### src/rtl/mips_mc_ctrl.sv
// Multi-cycle MIPS control FSM: sequences IF/ID/EX/MEM/WB and drives datapath strobes.
// Outputs are combinational from state/op_q/fn_q; only branch-EX pc_we also follows zero.
module mips_mc_ctrl (
  input  logic        clk,
  input  logic        rst,
  input  logic [5:0]  opcode,
  input  logic [5:0]  func,
  input  logic        zero,
  output logic        pc_we,
  output logic [1:0]  pc_src,
  output logic        ir_we,
  output logic        rf_we,
  output logic        reg_dst,
  output logic [1:0]  alu_src_b,
  output logic [3:0]  alu_op,
  output logic        mem_we,
  output logic        mem_to_reg,
  output logic [2:0]  state,
  output logic        illegal,
  output logic [31:0] inst_cnt
);
  localparam logic [2:0] S_IF = 3'd0, S_ID = 3'd1, S_EX = 3'd2, S_MEM = 3'd3,
                         S_WB = 3'd4, S_RST = 3'd7;

  localparam logic [5:0] OP_R = 6'h00, OP_ADDI = 6'h08, OP_SLTI = 6'h0A, OP_ANDI = 6'h0C,
                         OP_ORI = 6'h0D, OP_XORI = 6'h0E, OP_LW = 6'h23, OP_SW = 6'h2B,
                         OP_BEQ = 6'h04, OP_BNE = 6'h05, OP_J = 6'h02;

  logic [2:0]  next_state;
  logic [5:0]  op_q, fn_q;
  logic        legal_in;
  logic        retire;
  logic        is_branch;

  always_comb begin
    legal_in = 1'b0;
    case (opcode)
      OP_R: case (func)
        6'h20, 6'h22, 6'h24, 6'h25, 6'h26, 6'h27, 6'h2A, 6'h00, 6'h02: legal_in = 1'b1;
        default: legal_in = 1'b0;
      endcase
      OP_ADDI, OP_SLTI, OP_ANDI, OP_ORI, OP_XORI,
      OP_LW, OP_SW, OP_BEQ, OP_BNE, OP_J: legal_in = 1'b1;
      default: legal_in = 1'b0;
    endcase
  end

  assign is_branch = (op_q == OP_BEQ) || (op_q == OP_BNE) || (op_q == OP_J);

  always_ff @(posedge clk or negedge rst) begin
    if (!rst) state <= S_RST;
    else      state <= next_state;
  end

  always_comb begin
    next_state = S_IF;
    case (state)
      S_RST: next_state = S_IF;
      S_IF:  next_state = S_ID;
      S_ID:  next_state = legal_in ? S_EX : S_IF;
      S_EX: begin
        if (op_q == OP_LW || op_q == OP_SW) next_state = S_MEM;
        else if (is_branch)                 next_state = S_IF;
        else                                next_state = S_WB;
      end
      S_MEM: next_state = (op_q == OP_SW) ? S_IF : S_WB;
      S_WB:  next_state = S_IF;
      default: next_state = S_IF;
    endcase
  end

  always_comb begin
    pc_we      = 1'b0;
    pc_src     = 2'b00;
    ir_we      = 1'b0;
    rf_we      = 1'b0;
    reg_dst    = 1'b0;
    alu_src_b  = 2'b00;
    alu_op     = 4'd0;
    mem_we     = 1'b0;
    mem_to_reg = 1'b0;
    retire     = 1'b0;
    case (state)
      S_IF: begin
        ir_we = 1'b1;
        pc_we = 1'b1;
      end
      S_EX, S_MEM, S_WB: begin
        // Decoded controls stay stable across every post-ID state of the instruction.
        reg_dst    = (op_q == OP_R);
        mem_to_reg = (op_q == OP_LW);
        case (op_q)
          OP_R: case (fn_q)
            6'h22:   alu_op = 4'd1;
            6'h24:   alu_op = 4'd2;
            6'h25:   alu_op = 4'd3;
            6'h26:   alu_op = 4'd4;
            6'h27:   alu_op = 4'd5;
            6'h2A:   alu_op = 4'd6;
            6'h00:   alu_op = 4'd7;
            6'h02:   alu_op = 4'd8;
            default: alu_op = 4'd0;
          endcase
          OP_ADDI:      begin alu_op = 4'd0; alu_src_b = 2'b01; end
          OP_SLTI:      begin alu_op = 4'd6; alu_src_b = 2'b01; end
          OP_ANDI:      begin alu_op = 4'd2; alu_src_b = 2'b10; end
          OP_ORI:       begin alu_op = 4'd3; alu_src_b = 2'b10; end
          OP_XORI:      begin alu_op = 4'd4; alu_src_b = 2'b10; end
          OP_LW, OP_SW: begin alu_op = 4'd0; alu_src_b = 2'b01; end
          OP_BEQ, OP_BNE: alu_op = 4'd1;
          default: ;
        endcase
        if (state == S_EX) begin
          case (op_q)
            OP_BEQ: begin pc_src = 2'b01; pc_we = zero;  end
            OP_BNE: begin pc_src = 2'b01; pc_we = !zero; end
            OP_J:   begin pc_src = 2'b10; pc_we = 1'b1;  end
            default: ;
          endcase
          retire = is_branch;
        end else if (state == S_MEM) begin
          mem_we = (op_q == OP_SW);
          retire = (op_q == OP_SW);
        end else begin
          rf_we  = 1'b1;
          retire = 1'b1;
        end
      end
      default: ;
    endcase
  end

  always_ff @(posedge clk or negedge rst) begin
    if (!rst) begin
      op_q     <= 6'd0;
      fn_q     <= 6'd0;
      illegal  <= 1'b0;
      inst_cnt <= 32'd0;
    end else begin
      if (state == S_ID) begin
        op_q <= opcode;
        fn_q <= func;
        if (!legal_in) illegal <= 1'b1;
      end
      if (retire) inst_cnt <= inst_cnt + 32'd1;
    end
  end
endmodule

### config.mk
export PLATFORM = sky130hd
export DESIGN_NAME = mips_mc_ctrl
export DESIGN_NICKNAME = d
export VERILOG_FILES = /design/src/rtl/mips_mc_ctrl.sv
export SDC_FILE = /design/constraint.sdc
export NUM_CORES = 1
export LEC_CHECK = 0
export ABC_AREA = 1
export BUFFER_PORTS_ARGS = -buffer_cell sky130_fd_sc_hd__buf_2
export CAP_MARGIN = 40
export CORE_ASPECT_RATIO = 1.2
export CORE_MARGIN = 2
export CORE_UTILIZATION = 45
export DETAILED_ROUTE_END_ITERATION = 10
export GPL_ROUTABILITY_DRIVEN = 0
export GPL_TIMING_DRIVEN = 0
export HOLD_SLACK_MARGIN = 0.15
export PLACE_DENSITY = 0.76
export SYNTH_ARGS = -nofsm -noshare
export SYNTH_HDL_FRONTEND = slang
export SYNTH_SLANG_ARGS = --single-unit
export TNS_END_PERCENT = 30
### constraint.sdc
create_clock -name clk -period 1.64 [get_ports clk]
set_input_delay 0.082 -clock clk [delete_from_list [all_inputs] [get_ports clk]]
set_output_delay 0.082 -clock clk [all_outputs]
set_load 0.05 [all_outputs]
# == After elaboration in Yosys (flattened, before gate mapping) ==
# Cells that the tools add are included.
# op_classes
addsub,1
n_eq_ne,39
muxes,30
bitwise_logic,1
reduce_logical,16
# ops
op,count
"equality test 6 bit, second input constant",17
"equality test 6 x 4 -> 1 bit, second input constant",10
"adder 32 x 1 -> 32 bit, second input constant",1
case mux 4 bit (8 select lines),1
"equality test 6 x 2 -> 1 bit, second input constant",4
"equality test 6 x 3 -> 1 bit, second input constant",4
logical NOT 6 bit,4
case mux 4 bit (6 select lines),1
2-to-1 mux 1 bit,14
case mux 3 bit (4 select lines),1
OR reduction 10 bit,1
2-to-1 mux 3 bit,3
OR reduction 9 bit,1
2-to-1 mux 2 bit,4
case mux 2 bit (2 select lines),2
"equality test 3 x 2 -> 1 bit, second input constant",2
OR reduction 3 bit,2
2-to-1 mux 4 bit,1
case mux 1 bit (2 select lines),2
OR reduction 4 bit,1
"equality test 3 x 1 -> 1 bit, second input constant",1
"equality test 3 bit, second input constant",1
logical NOT 3 bit,1
logical OR 1 bit,3
other kinds (5),5
# totals
reg_bits,48
in_bits,15
output_inout_bits,50
elab_cells,92

# == Depth between registers and ports, before layout ==
# Gate-level depths: netlist of run 1.
# logic_depth
word_depth,6
depth_mapped,11
ltp_nobuf,10

# == Worst setup path before layout of run 1 ==
# Ideal clock, no wire load.
# synth_path
path_type,flip-flop to output port
startpoint,reg state[1]
endpoint,out mem_to_reg
arrival_ps,2446
required_ps,1558
setup_slack_ps,-888
stages_incl_launch_ff,5
path_buffers,0
cell_sequence,dfstp_2 > inv_2 > nor2_2 > a21oi_4 > nor4_1
# synth_between
elab_chain_len,3
word_cells_on_any_way,5
cone_classes,eq/ne (3); mux (1); reduce/logical (1)
# synth_rtl
element,line_no,rtl
from (decl),18,"output logic [2:0] state,"
from (signal assigned),52,else state <= next_state;
equality test 3 x 2 -> 1 bit / equality test 3 bit (equally long branches),83,case (state)
OR reduction 3 bit (*),83,
2-to-1 mux 1 bit (*),83,
to (decl),17,"output logic mem_to_reg,"
# Mark *: on every way between the ends. The rest lies on a longest branch, timed or not.

# == Worst setup path in the final report of run 1 ==
# layout_path
startpoint,reg op_q[4]
endpoint,out alu_src_b[1]
# layout_between
elab_chain_len,4
word_cells_on_any_way,11
cone_classes,eq/ne (7); mux (2); reduce/logical (2)
# layout_rtl
element,line_no,rtl
from (decl),30,"logic [5:0] op_q, fn_q;"
from (signal assigned),141,op_q <= opcode;
equality test 6 bit / equality test 6 x 4 -> 1 bit (equally long branches),92,case (op_q)
OR reduction 4 bit (no line) / OR reduction 3 bit (equally long branches),--,
case mux 2 bit (2 select lines) (*),92,
2-to-1 mux 2 bit (*),83,
to (decl),14,"output logic [1:0] alu_src_b,"
# Marks and branches as above.

==> results of run 1 <==
-- layout by cell type (no fill, tap or decap), drive strengths merged --
master / n
nand2: 212
buf: 94
nor2: 80
inv: 47
dfrtp: 45
nand3: 24
o21ai: 23
dlygate4sd3: 13
nand3b: 12
a21oi: 9
clkbuf: 8
nand4: 5
xnor2: 5
xor2: 4
nor3: 4
dfstp: 3
a31oi: 2
clkinvlp: 2
o21bai: 1
o2111ai: 1
a211oi: 1
nor4: 1
clkinv: 1
ha: 1
-- area by class of cell --
type | count | area share (%)
multi-input cells | 385 | 45.79
clock inverters | 2 | 0.3289
clock buffers | 6 | 1.809
plain buffers | 10 | 2.302
repair buffers | 99 | 16.63
inverters | 48 | 4.111
flip-flops and latches | 48 | 26.64
well taps | 87 | 2.384
-- kinds of logic (layout without fill, tap and decap cells) --
| family | Yosys count | count (layout) |
|---|---|---|
| AO/OA/AOI/OAI | 37 | 37 |
| flip-flops | 48 | 48 |
| AND/OR/NAND/NOR | 338 | 338 |
| buffers and inverters | 58 | 165 |
| adder cells (fa/ha/maj) | 1 | 1 |
| XOR/XNOR | 9 | 9 |
-- synthesized netlist by cell type (2+ instances only) --
library cell,instances
nand2_1,209
nor2_1,71
dfrtp_1,45
inv_1,43
nand3_1,23
o21ai_0,15
nand3b_1,12
a21oi_1,8
o21ai_1,8
nor2_2,6
nand4_1,5
xnor2_1,5
buf_2,4
inv_2,4
xor2_1,4
buf_4,3
buf_6,3
dfstp_2,3
nand2_2,3
nor2_4,3
nor3_1,3
a31oi_1,2
-- state kept, by name (all words and copies together) (netlist names) --
register	count
inst_cnt	32
fn_q	6
op_q	6
state	3
illegal	1
-- power breakdown --
group	total [mW]	internal, mW	switching, mW
Combinational	2.97	1.10	1.86
Sequential	1.77	1.44	0.328
Clock	0.772	0.342	0.430
-- layer usage --
metal,GRT usage [%],up-vias
met5,0,-
met4,8.192,0
met3,4.409,27
met2,46.67,142
met1,28.77,1651
li1,-,1739
-- final timing paths --
kind                       depth (start not counted)  slack [ps]                        to
min reg2reg                                        2         490       illegal$_DFFE_PN0P_
min                                                2         230  inst_cnt[16]$_DFFE_PN0P_
max reg2reg                                       11         -80  inst_cnt[30]$_DFFE_PN0P_
min in group clk                                   2         490       illegal$_DFFE_PN0P_
max in group asynchronous                          3         840        state[2]$_DFF_PN1_
max                                                6        -110              alu_src_b[1]
-- metrics by stage --
step                      hold slack, ps  cells  power [mW]  instance area (um2)  setup TNS [ps]
after detailed placement           35.63    643       3.687                 3702           -2055
after global routing               271.1    685       5.784                 4566           -5092
after CTS                          246.6    672       4.737                 4155          -630.1
after floorplan                   -213.6    491       3.167                 3253           -4435
final                              229.8    685       5.505                 4566           -1610
after global placement             309.0    642       3.595                 3682           -1093
-- what timing repair did --
action | 4_1_cts | 5_1_grt
endpoints found under the hold margin | 59 | 0
hold buffers | 13 | 0
setup buffers | 8 | 11
endpoints found under the setup margin | 54 | 50
pin swaps | 4 | 24
gates resized for setup | 40 | 85
gates cloned | 0 | 2
==> out/results.md, run 1 <==
| Quantity | This run |
|---|---|
| Cell row count | 33 |
| Core Area | 0.006854 mm2 |
| Total detailed-routing wirelength | 9954 um |
| Post-layout worst setup margin | -110.7 ps |
| Maximum buffer depth of the clock tree | 2 |
| Metal2 WL | 5243 um |
| Max H-tree Level | 2 |
| Post-synthesis sequential element count | 48 |
| Leak | 2.149 nW |
| Synthesized instance count | 491 |
| Crit-path max FO | 4 |
| Most common cell type on the critical path | buf_4 |
| Violations in the final reports | negative setup slack |
| Maximum number of pins on one net before global-route repair | 33 |
| Mapped Avg Cell Area | 6.475 um2 |
| Number of different library cells in the post-synthesis netlist | 31 |
| Buffers and inverters on the worst path | 3 |
| Number of antenna violations at the first check in global routing | 0 |
| Worst min-delay path category | input port to asynchronous set/reset pin |
| Number of buffer cells added on primary ports | 64 |
| Die height | 96.08 um |
| Status | complete, but fails checks |
| Horizontal extent of the die | 80.73 um |
| Arrival time reported for the critical path endpoint | 1670 ps |
| Predominant post-synthesis flop cell | dfrtp_1 |
| Setup repair after global routing missed its margin | true |
| Worst path required time | 1560 ps |
| Syn-to-layout area delta | 43.60% |
| Count of flip-flops with a built-in enable after synthesis | 0 |
| Compound-gate portion of the synthesized area | 6.533% |
| Critical-path cell with the highest stage delay | dfrtp_2 |
| Total number of vias | 3559 |
| Power per Cell Area | 1206 mW/mm2 |
| Final hold violations | 0 |
| Largest stage delay on the critical path | 460 ps |
| Fraction of synthesized cell area taken by the top area cell type | 35.42% |
| Antenna diodes | 0 |
| Count of endpoints failing setup in the final report | 32 |
| Detailed Route Iter0 Violations | 184 |
| Reg2reg start | state[2]$_DFF_PN1_ |
| DR WL/cell | 14.53 um |
| Worst Tran Pin Value | 414.7 ps |
| Crit start category | flop |
| Cells taking the most area after synthesis | dfrtp_1 (35%), nand2_1 (25%), nor2_1 (8.4%) |
| Fraction of registers with async set/reset | 100.0% |
| Routed met3 length | 582 um |
| Starting utilization of the core area | 46.39% |
| IO Pins | 65 |
| Wire length of the first global-routing pass | 15110 um |
| Vias in the first global route | 3366 |
| Synthesized netlist net count | 507 |
| NumNets Final | 613 |
| Post-synthesis share of cell area spent on full adders, half adders and majority gates | 0.3935% |
| Clock insertion delay at the later pin of the skew report | 310 ps |
| Clock tree from TritonCTS | built |
| Floorplan die area | 0.007756 mm2 |
| Crit Path Class | flop to output port |
| Finished Core Util | 66.61% |
| TritonRoute pass-1 iters | 6 |
| Remaining antenna violation count after routing | 0 |
| Cell class contributing the biggest share of worst-path delay | flip-flops |
| Fill count | 578 |
| Detail Placement HPWL | 6649 um |
| Number of design rule violations left after detail routing | 0 |
| Length of routed wiring on met1 | 3820 um |
| Achievable clock frequency | 0.5712 GHz |
| Number of buffers inserted during clock tree synthesis | 5 |
| Xor/xnor share of the synthesized area | 2.479% |
| Simple-Gate Fraction of Synth Area | 44.63% |
| Area leader, netlist | dfrtp_1 |
| Worst slew margin relative to its limit | 72.36% |
| Clock Sink Count | 48 |
| Time the final worst path needs with I/O delays and setup | 1751 ps |
| Post-place setup slack | -105.5 ps |
| Dominant combinational cell family by area after synthesis | simple AND/OR/NAND/NOR gates |
| Vias per std cell | 5.196 |
| Global route total overflow | 0 |
| Final clock period utilization by the worst path | 106.8% |
| Clock Root Buffer | clkbuf_8 |
| Sequential cell area | 0.001216 mm2 |
| Share of layout cells above drive strength 1 | 34.45% |
| Origin of the worst setup path | op_q[4]$_DFFE_PN0P_ |
| Ordered cell list for the critical path | nor2_4 > buf_4 > buf_4 > nand3_2 > a21oi_2 > buf_6 |
| Post-synthesis cell area | 0.003179 mm2 |
| Footprint of the multi-input gates | 0.002091 mm2 |
| Warnings from Yosys | 0 |
| Worst IR Drop VDD | 1215 uV |
| MaxCap Viol Count | 0 |
| Setup skew after layout | 11.18 ps |
| Top Metal Used | met4 |
| Portion of the post-synthesis area used by sequential elements | 37.90% |
| Global-route usage over all layers | 25.04% |
| Max Transition Viols Final | 0 |
| Clock-pin slew reported for the worst setup and hold paths after clock tree synthesis | 100 ps |
| Capturing element type of the critical path | output port |
| Fraction of synthesized area in multiplexers | 0% |
No activity file was read; power rests on OpenSTA's default activity.
==> run 2, diff against run 1 <==
--- a/config.mk
+++ b/config.mk
@@ -5,17 +5,15 @@
 export SDC_FILE = /design/constraint.sdc
 export NUM_CORES = 1
 export LEC_CHECK = 0
-export ABC_AREA = 1
 export BUFFER_PORTS_ARGS = -buffer_cell sky130_fd_sc_hd__buf_2
 export CAP_MARGIN = 40
 export CORE_ASPECT_RATIO = 1.2
 export CORE_MARGIN = 2
 export CORE_UTILIZATION = 45
 export DETAILED_ROUTE_END_ITERATION = 10
-export GPL_ROUTABILITY_DRIVEN = 0
 export GPL_TIMING_DRIVEN = 0
 export HOLD_SLACK_MARGIN = 0.15
-export PLACE_DENSITY = 0.76
+export PLACE_DENSITY = 0.78
 export SYNTH_ARGS = -nofsm -noshare
 export SYNTH_HDL_FRONTEND = slang
 export SYNTH_SLANG_ARGS = --single-unit
==> constraint.sdc (replaced) <==
create_clock -name clk -period 1.64 [get_ports clk]
set_input_delay 0 -clock clk [delete_from_list [all_inputs] [get_ports clk]]
set_output_delay 0 -clock clk [all_outputs]
set_load 0.05 [all_outputs]
==> out/results.md, run 2 <==
| Quantity | This run | vs previous |
|---|---|---|
| Hold Path Stages | 6 |  |
| Number of instances in the placed design | 394 | -39% |
| Max Transition Viols Final | 0 | unchanged |
| Largest regs | inst_cnt: 32 flops, fn_q: 6 flops, op_q: 6 flops |  |
| Global-route usage over all layers | 22.98% | -2.1 points |
| Maximum buffer depth of the clock tree | 2 | unchanged |
| IO Pins | 65 | unchanged |
| Die height | 87.15 um | -9.3% |
| Predominant post-synthesis flop cell | dfrtp_1 |  |
| Worst IR Drop VDD | 1202 uV | -1.1% |
| Post-synthesis sequential element count | 48 | unchanged |
| Number of antenna violations at the first check in global routing | 0 | unchanged |
| Mapped Avg Cell Area | 9.783 um2 | +51% |
| Share of layout cells above drive strength 1 | 50.00% | +16 points |
| Register containing the most flip-flops in the final layout | inst_cnt |  |
| Last weighted congestion value of the routability-driven placer | 0.8498 |  |
| Most common cell after layout, fill and taps aside | buf_2 |  |
| Sequential cell area | 0.001211 mm2 | -0.41% |
| Count of endpoints failing setup in the final report | 45 | +41% |
| MaxCap Viol Count | 0 | unchanged |
| Status | complete, but fails checks |  |
| Portion of the post-synthesis area used by sequential elements | 46.48% | +8.6 points |
| Horizontal extent of the die | 73.29 um | -9.2% |
| Clock tree from TritonCTS | built |  |
| Leak | 1.900 nW | -12% |
| Number of buffers inserted during clock tree synthesis | 5 | unchanged |
| Cell Area, Placed | 0.003069 mm2 | -17% |
| Vias per std cell | 5.636 | +8.5% |
| Time the final worst path needs with I/O delays and setup | 2263 ps | +511.9 ps |
| Final hold violations | 0 | unchanged |
| Global route total overflow | 0 | unchanged |
| Number of different library cells in the post-synthesis netlist | 41 | +32% |
| Violations in the final reports | negative setup slack |  |
| Top Metal Used | met4 |  |
| Floorplan die area | 0.006387 mm2 | -18% |
| Clock Root Buffer | clkbuf_8 |  |
| Finished Cell Area | 0.004079 mm2 | -11% |
| Worst slew margin relative to its limit | 54.20% | -18 points |
| Starting utilization of the core area | 46.35% | about the same |
| Syn-to-layout area delta | 57.34% |  |
| Reg2reg start | op_q[3]$_DFFE_PN0P_ |  |
| Post-synthesis cell area | 0.002592 mm2 | -18% |
| Fraction of registers with async set/reset | 100.0% | unchanged |
| Crit start category | flop |  |
| Arrival time reported for the critical path endpoint | 2260 ps | +590 ps |
| Post-layout worst setup margin | -622.6 ps | -511.9 ps |
| Total number of vias | 2491 | -30% |
| Setup skew after layout | 8.332 ps | -2.852 ps |
| Filler-free cell count of the finished design | 442 | -35% |
| NumNets Final | 393 | -36% |
| Number of flip-flops in the largest register | 32 | unchanged |
| Synth top cells by count | dfrtp_1 (45), nor2_1 (36), xor2_1 (23), nand2_1 (20), nor3_1 (18) |  |
| Vias in the first global route | 2472 | -27% |
| Commonest cells after routing, fill and taps aside | buf_2 (51), dfrtp_1 (43), xor2_1 (23), buf_4 (20) |  |
| Clock-pin slew reported for the worst setup and hold paths after clock tree synthesis | 80 ps | -20 ps |
| Footprint of the multi-input gates | 0.001762 mm2 | -16% |
| Cell row count | 30 | -9.1% |
| Fill count | 382 | -34% |
| TritonRoute pass-1 iters | 4 | -2 |
| Synthesized instance count | 265 | -46% |
| Number of cells on the worst reg-to-reg path | 7 | -4 |
| Number of design rule violations left after detail routing | 0 | unchanged |
| Number of buffer cells added on primary ports | 64 | unchanged |
| Clock Sink Count | 48 | unchanged |
| Routed met3 length | 395 um | -32% |
| Remaining antenna violation count after routing | 0 | unchanged |
| Metal2 WL | 4184 um | -20% |
| Count of flip-flops with a built-in enable after synthesis | 0 | unchanged |
| Cells taking the most area after synthesis | dfrtp_1 (43%), xor2_1 (7.8%), mux2_2 (6.1%) |  |
| Worst min-delay path category | input port to flop |  |
| Crit-path max FO | 3 | -1 |
| Detail Placement HPWL | 4260 um | -36% |
| Synthesized netlist net count | 281 | -45% |
| Length of routed wiring on met1 | 2815 um | -26% |
| Leading cell type by number of instances after synthesis | dfrtp_1 |  |
| Worst min-delay path startpoint | opcode[0] |  |
| Total detailed-routing wirelength | 7511 um | -25% |
| Worst Tran Pin Value | 687.0 ps | +272.4 ps |
| Final clock period utilization by the worst path | 138.0% | +31 points |
| Setup repair after global routing missed its margin | true |  |
| Maximum number of pins on one net before global-route repair | 29 | -12% |
| Worst path required time | 1640 ps | +80 ps |
| Min-Delay Endpoint | state[1]$_DFF_PN1_ |  |
| DR WL/cell | 16.99 um | +17% |
| Clock insertion delay at the later pin of the skew report | 310 ps | about the same |
| Antenna diodes | 0 | unchanged |
| Crit Path Class | flop to output port |  |
| Fraction of synthesized cell area taken by the top area cell type | 43.44% | +8.0 points |
| Power per Cell Area | 1267 mW/mm2 | +5.1% |
| Warnings from Yosys | 0 | unchanged |
| Capturing element type of the critical path | output port |  |
| Worst R2R Setup Slack | -560 ps | -480 ps |
| Detailed Route Iter0 Violations | 86 | -53% |
| Wire length of the first global-routing pass | 11310 um | -25% |
| Max H-tree Level | 2 | unchanged |
| Area leader, netlist | dfrtp_1 |  |
| Core Area | 0.005593 mm2 | -18% |
| Endpoint of the worst-slack reg-to-reg timing path | inst_cnt[14]$_DFFE_PN0P_ |  |
| Achievable clock frequency | 0.4420 GHz | -23% |
-- run 2: cell count changes after synthesis, moves of 12 or more --
cell     before  now
o21ai_0      15    3
nand2_1     209   20
xor2_1        4   23
mux2_2        0   14
nor2_1       71   36
nor3_1        3   18
inv_1        43    7
-- run 2: worst max path at each step --
| stage | start | to | slack, ps | depth (start not counted) |
|---|---|---|---|---|
| after global routing | op_q[3]$_DFFE_PN0P_ | alu_op[0] | -710 | 7 |
| after global placement | state[0]$_DFF_PN1_ | inst_cnt[28]$_DFFE_PN0P_ | -630 | 5 |
| after detailed placement | op_q[0]$_DFFE_PN0P_ | inst_cnt[28]$_DFFE_PN0P_ | -640 | 6 |
| after floorplan | state[0]$_DFF_PN1_ | inst_cnt[29]$_DFFE_PN0P_ | -690 | 5 |
| final | op_q[3]$_DFFE_PN0P_ | alu_op[0] | -620 | 7 |
| after CTS | op_q[3]$_DFFE_PN0P_ | alu_op[0] | -620 | 7 |
-- run 2: layer usage --
metal | global-route usage, % | up-vias
met5 | 0 | -
li1 | - | 1161
met1 | 26.39 | 1243
met3 | 5.671 | 12
met4 | 8.264 | 0
met2 | 40.95 | 75
-- run 2: power by group --
part	switching [mW]	internal, mW
combinational	1.31	0.926
clock	0.420	0.762
sequential	0.314	1.43
total	2.04	3.12
-- run 2: final cells by class --
| type | count | area share, % |
|---|---|---|
| plain buffers | 4 | 0.9509 |
| clock inverters | 3 | 2.209 |
| multi-input cells | 206 | 43.19 |
| well taps | 64 | 1.963 |
| repair buffers | 105 | 19.57 |
| clock buffers | 5 | 1.687 |
| flip-flops and latches | 48 | 29.69 |
| inverters | 7 | 0.7362 |
-- run 2: kinds of logic after synthesis --
kind of cell | Yosys count | share of synthesized area (%)
AO/OA/AOI/OAI | 26 | 7.963
flip-flops | 48 | 46.48
multiplexers | 14 | 6.081
buffers and inverters | 12 | 1.786
adder cells (fa/ha/maj) | 1 | 0.4825
AND/OR/NAND/NOR | 131 | 26.06
XOR/XNOR | 33 | 11.15
-- run 2: worst max-delay path, stage by stage, from the launching register on --
cell and delay (ps):
dfrtp_1 400, clkbuf_8 140, or3_4 380, or4_4 480, nor3_4 140, a21oi_1 80
nor2_1 150, buf_6 180
-- run 2: what timing repair did --
item                                   CTS  global route
pin swaps                               23            20
endpoints found under the hold margin   41             0
gates resized for setup                 91            32
setup endpoints to repair               57            49
cloned                                   1             0
hold buffers                            14             0
setup buffers                           17             9
-- run 2: metrics by stage --
step	utilization [%]	TNS (ps)	hold slack, ps	power (mW)	worst slack, ps
finish	72.93	-17280	237.6	5.166	-622.6
global route	72.93	-20080	265.0	5.396	-714.2
CTS	69.42	-15580	171.8	5.023	-623.0
detailed placement	54.88	-19520	71.65	3.418	-642.3
global placement	54.38	-18660	235.8	3.362	-629.0
floorplan	-	-22400	-295.6	3.016	-686.8
